==> src/rtl/instr_fetch_unit.sv <==
// Fetch stage: gathers NBEATS narrow ROM beats (MSB first) into one instruction, then pulses core_en once.
// NBEATS+1 cycles per instruction on a zero-wait ROM; halt parks the fetched word, a silent ROM latches fetch_err.
module instr_fetch_unit #(
  parameter  int PC_WIDTH    = 8,
  parameter  int INSTR_WIDTH = 24,
  parameter  int BUS_WIDTH   = 8,
  parameter  int TIMEOUT     = 15,
  localparam int NBEATS      = INSTR_WIDTH / BUS_WIDTH,
  localparam int AW          = PC_WIDTH + $clog2(NBEATS)
) (
  input  logic                   clk,
  input  logic                   reset,
  input  logic [PC_WIDTH-1:0]    pc,
  output logic [INSTR_WIDTH-1:0] instr,
  output logic                   core_en,
  output logic                   rom_req,
  output logic [AW-1:0]          rom_addr,
  input  logic                   rom_ack,
  input  logic [BUS_WIDTH-1:0]   rom_data,
  input  logic                   halt,
  output logic                   halted,
  output logic                   fetch_err
);

  localparam int BW = (NBEATS > 1) ? $clog2(NBEATS) : 1;
  localparam int WW = $clog2(TIMEOUT + 1);
  localparam logic [BW-1:0] LAST_BEAT  = BW'(NBEATS - 1);
  localparam logic [WW-1:0] WAIT_LIMIT = WW'(TIMEOUT - 1);

  typedef enum logic [1:0] {
    FETCH = 2'd0,
    EXEC  = 2'd1,
    HOLD  = 2'd2,
    ERR   = 2'd3
  } state_t;

  state_t                 r_state;
  logic [BW-1:0]          r_beat;
  logic [WW-1:0]          r_wait;
  logic [INSTR_WIDTH-1:0] r_asm;
  logic [INSTR_WIDTH-1:0] r_instr;

  state_t                 w_next_state;
  logic [BW-1:0]          w_beat_next;
  logic [WW-1:0]          w_wait_next;
  logic [INSTR_WIDTH-1:0] w_asm_next;
  logic                   w_hs;
  logic                   w_load_instr;

  // rom_req is gated by reset so it drops the instant reset is asserted.
  assign rom_req   = (r_state == FETCH) && !reset;
  assign core_en   = (r_state == EXEC);
  assign halted    = (r_state == HOLD);
  assign fetch_err = (r_state == ERR);
  assign instr     = r_instr;
  assign rom_addr  = AW'(pc) * AW'(NBEATS) + AW'(r_beat);
  assign w_hs      = rom_req && rom_ack;

  // Current beat's byte dropped into its MSB-first slot of the assembly word.
  always_comb begin
    w_asm_next = r_asm;
    for (int k = 0; k < NBEATS; k++) begin
      if (r_beat == BW'(k)) begin
        w_asm_next[INSTR_WIDTH-1-k*BUS_WIDTH -: BUS_WIDTH] = rom_data;
      end
    end
  end

  always_comb begin
    w_next_state = r_state;
    w_beat_next  = r_beat;
    w_wait_next  = r_wait;
    w_load_instr = 1'b0;
    case (r_state)
      FETCH: begin
        if (w_hs) begin
          w_wait_next = '0;
          if (r_beat == LAST_BEAT) begin
            w_beat_next  = '0;
            w_load_instr = 1'b1;
            w_next_state = halt ? HOLD : EXEC;
          end else begin
            w_beat_next = r_beat + BW'(1);
          end
        end else begin
          w_wait_next = r_wait + WW'(1);
          if (r_wait == WAIT_LIMIT) begin
            w_next_state = ERR;
          end
        end
      end
      EXEC: begin
        w_wait_next  = '0;
        w_next_state = FETCH;
      end
      HOLD: begin
        if (!halt) begin
          w_next_state = EXEC;
        end
      end
      ERR: begin
        w_next_state = ERR;
      end
      default: begin
        w_next_state = FETCH;
      end
    endcase
  end

  always_ff @(posedge clk or posedge reset) begin
    if (reset) begin
      r_state <= FETCH;
      r_beat  <= '0;
      r_wait  <= '0;
      r_asm   <= '0;
      r_instr <= '0;
    end else begin
      r_state <= w_next_state;
      r_beat  <= w_beat_next;
      r_wait  <= w_wait_next;
      if (w_hs) begin
        r_asm <= w_asm_next;
      end
      if (w_load_instr) begin
        r_instr <= w_asm_next;
      end
    end
  end

endmodule

==> config.mk <==
export PLATFORM = sky130hd
export DESIGN_NAME = instr_fetch_unit
export DESIGN_NICKNAME = d
export VERILOG_FILES = /design/src/rtl/instr_fetch_unit.sv
export SDC_FILE = /design/constraint.sdc
export NUM_CORES = 1
export LEC_CHECK = 0
export ABC_AREA = 1
export BUFFER_PORTS_ARGS = -buffer_cell sky130_fd_sc_hd__buf_2
export CAP_MARGIN = 20
export CORE_UTILIZATION = 49
export CTS_BUF_LIST = sky130_fd_sc_hd__clkbuf_16
export CTS_CLUSTER_SIZE = 28
export DETAILED_ROUTE_END_ITERATION = 7
export PLACE_DENSITY_LB_ADDON = 0.15
export SYNTH_ARGS = -nofsm -noshare
export SYNTH_HDL_FRONTEND = slang
export SYNTH_SLANG_ARGS = --single-unit
==> constraint.sdc <==
create_clock -name clk -period 2.31 [get_ports clk]
set_clock_uncertainty 0.2 [all_clocks]
set_input_delay 0.1155 -clock clk [delete_from_list [all_inputs] [get_ports clk]]
set_output_delay 0.1155 -clock clk [all_outputs]
set_load 0.02 [all_outputs]
Word level (Yosys, flattened, before mapping)
Cells that the tools add are included.
{ "totals": {"ff_bits": 56, "input_bits": 20, "out_inout_bits": 38, "elab_cells": 41} }
{ "classes": {"n_addsub": 3, "n_mul": 1, "n_eq_ne": 9, "n_mux": 15, "reduce_logical": 8} }
{ "op_table": {"columns": ["operator", "n"], "rows": [
  ["$mux W8", 3],
  ["$mux W2", 6],
  ["$add A10 B2 Y10", 1],
  ["$mul A8 B2 Y10 const B", 1],
  ["$pmux W2 S4", 1],
  ["$pmux W4 S2", 1],
  ["$eq A2 B2 Y1 const B", 3],
  ["$ne A3 B2 Y1 const B", 2],
  ["$add A4 B1 Y4 const B", 1],
  ["$eq A2 B1 Y1 const B", 2],
  ["$eq A4 B4 Y1 const B", 1],
  ["$logic_not A2 Y1", 2],
  ["$mux W4", 1],
  ["$mux W1", 3],
  ["$reduce_and A3 Y1", 1],
  ["$add A2 B1 Y2 const B", 1],
  ["$logic_and A1 B1 Y1", 2],
  ["$ne A2 B2 Y1 const B", 1],
  ["$reduce_and A2 Y1", 1],
  ["$reduce_bool A2 Y1", 1],
  ["$logic_not A1 Y1", 1]
]} }

Logic depth before layout (Yosys ltp)
Gate-level depths: netlist (run 1).
{ "depth": {"depth_word": 5, "depth_mapped": 10} }

Worst setup path before layout (run 1)
Ideal clock, no wire load.
{ "synth_timing": {"kind": "register to output", "startpoint": "register r_beat[1]", "endpoint": "output rom_addr[5]", "arrival_time_ns": 2.077, "required_time_ns": 1.994, "path_slack_ns": -0.082, "path_stages_with_launch": 8, "n_path_buf": 0, "cell_sequence": "dfrtp_1 inv_2 fa_1 inv_1 ha_1 fa_1 a21oi_1 xnor2_1"} }
{ "synth_via": {"elab_chain_cells": 1} }
{ "synth_rtl": {"columns": ["element", "line", "text"], "rows": [
  ["start, declared", "38", "logic [BW-1:0] r_beat;"],
  ["start signal, assigned", "119", "r_beat <= w_beat_next;"],
  ["$add A10 B2 Y10", "56", "assign rom_addr = AW'(pc) * AW'(NBEATS) + AW'(r_beat);"],
  ["end, declared", "17", "output logic [AW-1:0] rom_addr,"]
]} }
No other way between the ends.

Final worst setup path (run 1)
{ "layout_timing": {"startpoint": "register r_beat[1]", "endpoint": "output rom_addr[3]"} }
The elaborated chain is that of the path after synthesis.

==> results.txt, run 1 <==
----------------------------------------------------
[Outcome]
  Outcome ... finished, violations left
  Violations in the final reports ... negative setup slack

[Yosys]
  Flip-flop and latch count after synthesis ... 48
  Post-synthesis cell type count ... 21
  Library cell with the highest instance count after synthesis ... nand2_1
  Adder-Cell Fraction of Synth Area ... 0.09779
  Syn_area_per_cell ... 7.772 um2
  Commonest register cell after synthesis ... dfrtp_1
  Number of enable-type register cells in the synthesized netlist ... 0
  Register area share after synthesis ... 0.4428
  Synth area leaders ... dfrtp_1 44%, nand2_1 20%, o21ai_0 8.7%, ha_1 8.3%, inv_1 5.1%
  XOR/XNOR Fraction of Synth Area ... 0.01614
  Cell type contributing the most total cell area after synthesis ... dfrtp_1
  Complex-gate fraction of the synthesized area ... 0.09917
  Main combinational cell family by area after synthesis ... simple AND/OR/NAND/NOR gates
  Number of nets produced by synthesis ... 389
  Syn Inst Count ... 349
  Fraction of synthesized cell area taken by the top area cell type ... 0.4428
  Post-synthesis async set-or-reset flop share ... 1.000
  Netlist area before placement ... 0.002713 mm2
  Top cell types by occurrence after synthesis ... 141 x nand2_1, 48 x dfrtp_1, 47 x o21ai_0, 37 x inv_1, 18 x ha_1
  Synthesized-area fraction occupied by and/or/nand/nor cells ... 0.2583
  Yosys warnings ... 0
  Portion of netlist area occupied by mux cells ... 0

[Drt]
  DR WL met2 ... 3084 um
  Top layer used by detailed routing ... met4
  Total length of routed met3 wires ... 249 um
  Vias ... 2,464
  Number of detailed-route iterations in the first pass ... 5
  Total Wirelength ... 6312 um
  Number of routed nets with antenna violations ... 0
  Ratio of routed vias to standard cells ... 5.060
  DRC violation count after routing ... 0
  Average routed wire per standard cell ... 12.96 um
  Sum of routed wire segments on met1 ... 2909 um
  Iteration-0 DRC count of the detailed router ... 139

[Power and ir drop]
  Static Leak ... 0.001942 uW
  Power density cells ... 1122 mW/mm2
  Worst voltage drop across the vdd grid ... 0.5599 mV
  Switching power ... 1587 uW
  Proportion of power drawn by the clock network ... 0.212
  Internal power component ... 2225 uW
  Part of the power in registers ... 0.343
  Proportion of power drawn by combinational gates ... 0.445
  Sw Share ... 0.4164

[Die]
  I/O Pins ... 58
  Vertical die dimension ... 76.41 um
  Die width ... 76.41 um
  Full die area ... 0.005838 mm2
  Cell row count ... 26
  Initial standard-cell utilization of the core ... 0.5212
  Core footprint ... 0.005205 mm2

[Finish]
  Number of antenna diodes ... 0
  Fraction of layout cells with a size suffix above 1 ... 0.2110
  Fillers ... 462
  Net count reported at finish ... 458
  Finished layout cell area ... 0.003398 mm2
  Sequential cell area in the final layout ... 0.001201 mm2
  Area occupied by multi-input gates ... 0.001335 mm2
  Area growth from synthesis to final layout ... 25.28%

[Place]
  Placement-stage cell area ... 0.003065 mm2
  DP Wirelength ... 4387 um
  Weighted congestion at the end of routability-driven global placement ... 0.8176
  Port Buf Inserts ... 57
  Pre-CTS WS ... -0.0003391 ns

[GRT]
  Number of global-route vias before repair ... 2,275
  Initial antenna violation count ... 0
  Congestion Overflow GR ... 0
  Aggregate global-route resource usage ... 0.2239
  Global-route wire length before repair ... 10,440 um
  Maximum number of pins on one net before global-route repair ... 50

[Setup path]
  Maximum fanout count along the critical path ... 3
  Required time of the critical path ... 1.99 ns
  Maximum cell stage delay along the critical path ... 0.49 ns
  CP Buf/Inv Count ... 4
  Critical path capture point type ... output pin
  Cell Chain, Critical Path ... inv_2 > fa_1 > inv_2 > ha_4 > fa_2 > buf_4 > xor2_2 > buf_4
  Critical Path Start Type ... register
  Critical setup path kind ... register to output pin
  Arrival time reported for the critical path endpoint ... 2.22 ns
  CP top delay family ... adder cells
  Crit path max-delay cell type ... fa_1

[Run]
  Max capacitance violation total ... 0

[Min path]
  Worst Hold Class ... primary input to register

[Clock network]
  Number of clock buffers inserted by TritonCTS ... 5
  Root buf cell ... clkbuf_16
  Bufs on Longest Clock Path ... 2
  Clock slew at the register clock pins of the worst setup and hold paths ... 0.07 ns
  Clock tree from TritonCTS ... yes
  Later-pin clock latency in the skew report ... 0.29 ns
  TritonCTS Sinks ... 48
  Depth of the CTS H-tree ... 2

[STA]
  Max Clk Rate ... 393.9 MHz
  Worst path setup slack after routing ... -0.2286 ns
  Number of hold violations in the final report ... 0
  Ratio of final minimum period to clock period ... 1.099
  Transition time at the pin with the least slew margin ... 0.6224 ns
  Count of pins over their slew limit ... 0
  RSZ-0062 raised after global routing ... yes
  Worst slew margin relative to its limit ... 0.5850
  Final count of negative-setup-slack endpoints ... 7
  Minimum clock period after layout ... 2.539 ns

----------------------------------------------------
==> kinds of logic after synthesis <==
family / Yosys count
AND/OR/NAND/NOR: 170
adder cells (fa/ha/maj): 20
buffers and inverters: 53
flip-flops: 48
AO/OA/AOI/OAI: 53
XOR/XNOR: 5
==> worst paths after layout <==
check	from	end	slack [ns]	depth (start not counted)
min reg2reg	r_asm[10]	r_asm[10]	0.28	2
max in group asynchronous	reset	instr[6]	1.07	4
max reg2reg	r_state[1]	r_asm[17]	0.38	4
max	r_beat[1]	rom_addr[3]	-0.23	8
min	rom_ack	r_state[1]	0.03	4
min in group asynchronous	reset	instr[17]	0.42	4
==> registers in the layout, summed over array words and instances, names as in the netlist <==
| name | cells |
|---|---|
| r_beat | 2 |
| r_state | 2 |
| r_asm | 16 |
| r_wait | 4 |
| instr | 24 |
==> worst register-to-register path, stage by stage, from the launching register on <==
cell     delay (ns)
dfrtp_1        0.50
nor2_4         0.24
nand3_4        0.28
inv_2          0.41
o21ai_0        0.15
==> cell usage in the layout (no fill, tap or decap), drive strengths merged <==
cell type    synthesis  layout
ha                  18      18
o21ai               47      47
xnor2                2       2
dfrtp               48      48
a21oi                4       4
inv                 39      39
nor2                 9       9
nand3               18      18
nand4                2       2
nand2              141     141
o211ai               1       1
clkbuf               6       5
fa                   2       2
xor2                 3       3
buf                  8      66
bufinv               0       1
dlygate4sd3          0      10
o22ai                1       1
==> metal layers <==
layer / up-vias / global-route usage
met3: 9 / 0.03832
met2: 62 / 0.3757
met4: 0 / 0.06923
li1: 1233 / -
met1: 1160 / 0.2950
met5: - / 0
==> power groups by stage <==
stage / sequential [uW] / combinational, uW / clock, uW
5_1_grt: 1340 / 1900 / 838
3_5_place_dp: 1320 / 1610 / 0
2_1_floorplan: 1440 / 1030 / 0
4_1_cts: 1310 / 1670 / 816
6_report: 1310 / 1700 / 809
3_3_place_gp: 1310 / 1570 / 0
==> per-stage QoR <==
step	TNS (ns)	instances	hold slack, ns	utilization	total power, uW
floorplan	0	349	0.03249	-	2472
global placement	0	469	0.1729	0.5889	2883
detailed placement	-0.0003391	469	0.1712	0.5889	2930
CTS	-0.9420	486	0.02520	0.6462	3795
global route	-1.693	487	0.07146	0.6529	4080
finish	-0.9374	487	0.03100	0.6529	3812
==> cell type report <==
type	count	area share
clock buffers	5	0.03682
clock inverters	1	0.008837
inverters	39	0.04308
multi-input cells	248	0.3929
flip-flops and latches	48	0.3535
well taps	70	0.02577
repair buffers	76	0.1392
==> timing repair <==
item / in CTS / in global routing
gates resized for setup: 10 / 5
pin swaps: 4 / 4
buffers inserted: 1 / 1
setup endpoints to repair: 7 / 8
hold buffers: 10 / 0
endpoints found under the hold margin: 58 / 0
Note: power is estimated with default switching activity, not from simulation.
==> inputs of run 2 (changes only) <==
--- a/config.mk
+++ b/config.mk
@@ -10,2 +10,3 @@
 export CAP_MARGIN = 20
+export CORE_MARGIN = 2
 export CORE_UTILIZATION = 49
@@ -15,2 +16,3 @@
 export PLACE_DENSITY_LB_ADDON = 0.15
+export RECOVER_POWER = 50
 export SYNTH_ARGS = -nofsm -noshare
==> constraint.sdc (replaced) <==
create_clock -name clk -period 2.31 [get_ports clk]
set_clock_uncertainty 0.2 [all_clocks]
set_input_delay 0.462 -clock clk [delete_from_list [all_inputs] [get_ports clk]]
set_output_delay 0.462 -clock clk [all_outputs]
set_load 0.02 [all_outputs]
==> results.txt, run 2 (synthesis gave the netlist of run 1 again) <==
----------------------------------------------------
[Die]
  I/O Pins ... 58 (unchanged)
  Core footprint ... 0.005439 mm2 (+4.5%)
  Die width ... 78.41 um (+2.6%)
  Vertical die dimension ... 78.41 um (+2.6%)
  Initial standard-cell utilization of the core ... 0.4987 (-0.02242)
  Cell row count ... 27 (+3.8%)
  Full die area ... 0.006147 mm2 (+5.3%)

[STA]
  Transition time at the pin with the least slew margin ... 1.200 ns (+0.5776 ns)
  Max Clk Rate ... 344.2 MHz (-13%)
  Minimum clock period after layout ... 2.906 ns (+0.3670 ns)
  Final count of negative-setup-slack endpoints ... 8 (+1)
  RSZ-0062 raised after global routing ... yes
  Worst slew margin relative to its limit ... 0.2000 (-0.3851)
  Ratio of final minimum period to clock period ... 1.258 (+0.1589)
  Number of hold violations in the final report ... 0 (unchanged)
  Worst path setup slack after routing ... -0.5956 ns (-0.3670 ns)
  Count of pins over their slew limit ... 0 (unchanged)

[Setup path]
  Startpoint of the worst register-to-register path ... r_beat[0]
  Cell Chain, Critical Path ... inv_2 > fa_1 > inv_2 > ha_4 > fa_2 > a21oi_2 > xnor2_2 > buf_4
  Reg-to-reg setup timing slack ... 0.45 ns (+0.07 ns)
  Arrival time reported for the critical path endpoint ... 2.24 ns (+0.02 ns)
  Critical path capture point type ... output pin
  CP top delay family ... adder cells
  Maximum fanout count along the critical path ... 3 (unchanged)
  Required time of the critical path ... 1.65 ns (-0.34 ns)
  CP Buf/Inv Count ... 3 (-1)
  Critical setup path kind ... register to output pin
  Endpoint of the lowest-slack register-to-register path ... r_state[0]
  Crit path max-delay cell type ... fa_1
  FF-to-FF path depth ... 7 (+3)
  Critical Path Start Type ... register
  Maximum cell stage delay along the critical path ... 0.49 ns (about the same)
  Critical path's most frequent cell ... inv_2

[Finish]
  Fillers ... 478 (+3.5%)
  Finished layout cell area ... 0.003480 mm2 (+2.4%)
  Net count reported at finish ... 459 (+0.22%)
  Non-filler instance count after layout ... 492 (+1.0%)
  Area growth from synthesis to final layout ... 28.27%
  Sequential cell area in the final layout ... 0.001201 mm2 (unchanged)
  Most common cell after layout, fill and taps aside ... nand2_1
  Flip-flop count of the largest register after layout ... 24 (unchanged)
  Area occupied by multi-input gates ... 0.001386 mm2 (+3.8%)
  Fraction of layout cells with a size suffix above 1 ... 0.2310 (+0.01992)
  Number of antenna diodes ... 0 (unchanged)
  Most frequent cells in the layout ... 133 x nand2_1, 48 x dfrtp_1, 47 x o21ai_0

[Min path]
  Worst Hold Launch ... rom_data[4]
  Capture endpoint of the worst hold path ... instr[4]
  Worst Hold Class ... primary input to register
  Worst Hold Depth ... 3 (-1)

[Outcome]
  Violations in the final reports ... negative setup slack
  Outcome ... finished, violations left

[Clock network]
  Depth of the CTS H-tree ... 2 (unchanged)
  Later-pin clock latency in the skew report ... 0.29 ns (about the same)
  TritonCTS Sinks ... 48 (unchanged)
  Clock slew at the register clock pins of the worst setup and hold paths ... 0.06 ns (about the same)
  Root buf cell ... clkbuf_16
  Number of clock buffers inserted by TritonCTS ... 5 (unchanged)
  Bufs on Longest Clock Path ... 2 (unchanged)
  Clock tree from TritonCTS ... yes

[GRT]
  Global-route wire length before repair ... 10,460 um (+0.20%)
  Initial antenna violation count ... 0 (unchanged)
  Number of global-route vias before repair ... 2,397 (+5.4%)
  Maximum number of pins on one net before global-route repair ... 50 (unchanged)
  Aggregate global-route resource usage ... 0.2152 (-0.008767)
  Congestion Overflow GR ... 0 (unchanged)

[Place]
  Placed instance count ... 483 (+3.0%)
  Port Buf Inserts ... 57 (unchanged)
  Weighted congestion at the end of routability-driven global placement ... 0.7934 (-3.0%)
  Placement-stage cell area ... 0.003213 mm2 (+4.8%)
  Pre-CTS WS ... -0.6372 ns (-0.6369 ns)
  DP Wirelength ... 4495 um (+2.5%)

[Drt]
  Number of detailed-route iterations in the first pass ... 4 (-1)
  Iteration-0 DRC count of the detailed router ... 77 (-45%)
  DRC violation count after routing ... 0 (unchanged)
  Vias ... 2,427 (-1.5%)
  Number of routed nets with antenna violations ... 0 (unchanged)
  Total Wirelength ... 6196 um (-1.8%)
  Ratio of routed vias to standard cells ... 4.933 (-2.5%)
  Average routed wire per standard cell ... 12.59 um (-2.8%)

[Power and ir drop]
  Power density cells ... 1120 mW/mm2 (-0.16%)
  Worst voltage drop across the vdd grid ... 0.6199 mV (+11%)
  Part of the power in registers ... 0.335 (-0.008)
  Proportion of power drawn by the clock network ... 0.209 (-0.003)
  Static Leak ... 0.001913 uW (-1.5%)
  Final Power ... 3897 uW (+2.2%)
  Sw Share ... 0.4130 (-0.003460)
  Switching power ... 1609 uW (+1.4%)
  Internal power component ... 2288 uW (+2.8%)
  Proportion of power drawn by combinational gates ... 0.456 (+0.011)

[Run]
  Max capacitance violation total ... 0 (unchanged)

----------------------------------------------------
[run 2: cell count changes in the layout (fill, tap and decap cells not counted), sizes merged]
cell	before	now
dlygate4sd3	10	0
inv	39	38
clkbuf	5	21
buf	66	61
clkinvlp	0	2
clkinv	0	1
[run 2: stage by stage]
stage	utilization	hold WS (ns)	TNS [ns]
final	0.6398	0.2376	-4.000
after global routing	0.6398	0.2478	-4.839
after CTS	0.6368	0.2289	-3.916
after detailed placement	0.5908	0.2662	-4.554
after global placement	0.5908	0.2622	-4.218
after floorplan	-	0.2492	-1.482
[run 2: cell type report]
cell class,instances,area share
multi-input cells,248,0.3984
clock inverters,3,0.01223
flip-flops and latches,48,0.3452
repair buffers,77,0.1377
inverters,39,0.04459
well taps,72,0.02589
clock buffers,5,0.03596
[run 2: power groups by stage]
stage               logic (uW)  registers (uW)  clock network (uW)
global route              2000            1340                 860
detailed placement        1670            1310                   0
floorplan                 1060            1440                   0
finish                    1780            1310                 813
CTS                       1760            1300                 829
global placement          1640            1310                   0
[run 2: repair_timing]
action	CTS	global route
gates resized for setup	21	7
pin swaps	9	4
hold buffers	0	0
setup endpoints to repair	9	9
setup buffers	0	1
[run 2: worst register-to-register path, stage by stage (launching register included)]
cell and delay [ns]:
dfrtp_1 0.37, buf_4 0.19, inv_1 0.07, nand2_1 0.32, buf_4 0.27, nand4_1 0.12, nand3_1 0.16, nor2_1 0.04
[run 2: worst max-delay path by stage]
| stage | from | cells after the start | endpoint | slack, ns |
|---|---|---|---|---|
| after floorplan | pc[1] | 7 | rom_addr[5] | -0.31 |
| after global placement | pc[1] | 11 | rom_addr[7] | -0.59 |
| after detailed placement | pc[1] | 9 | rom_addr[5] | -0.64 |
| after CTS | r_beat[1] | 8 | rom_addr[5] | -0.61 |
| after global routing | r_beat[1] | 10 | rom_addr[7] | -0.68 |
| final | r_beat[1] | 8 | rom_addr[5] | -0.60 |
[run 2: layer usage]
layer | routed length (um) | share of wire | global-route usage
met5 | 0 | 0 | 0
met4 | 76 | 0.012 | 0.06316
met1 | 2795 | 0.45 | 0.2814
met2 | 3022 | 0.49 | 0.3681
met3 | 302 | 0.049 | 0.03678
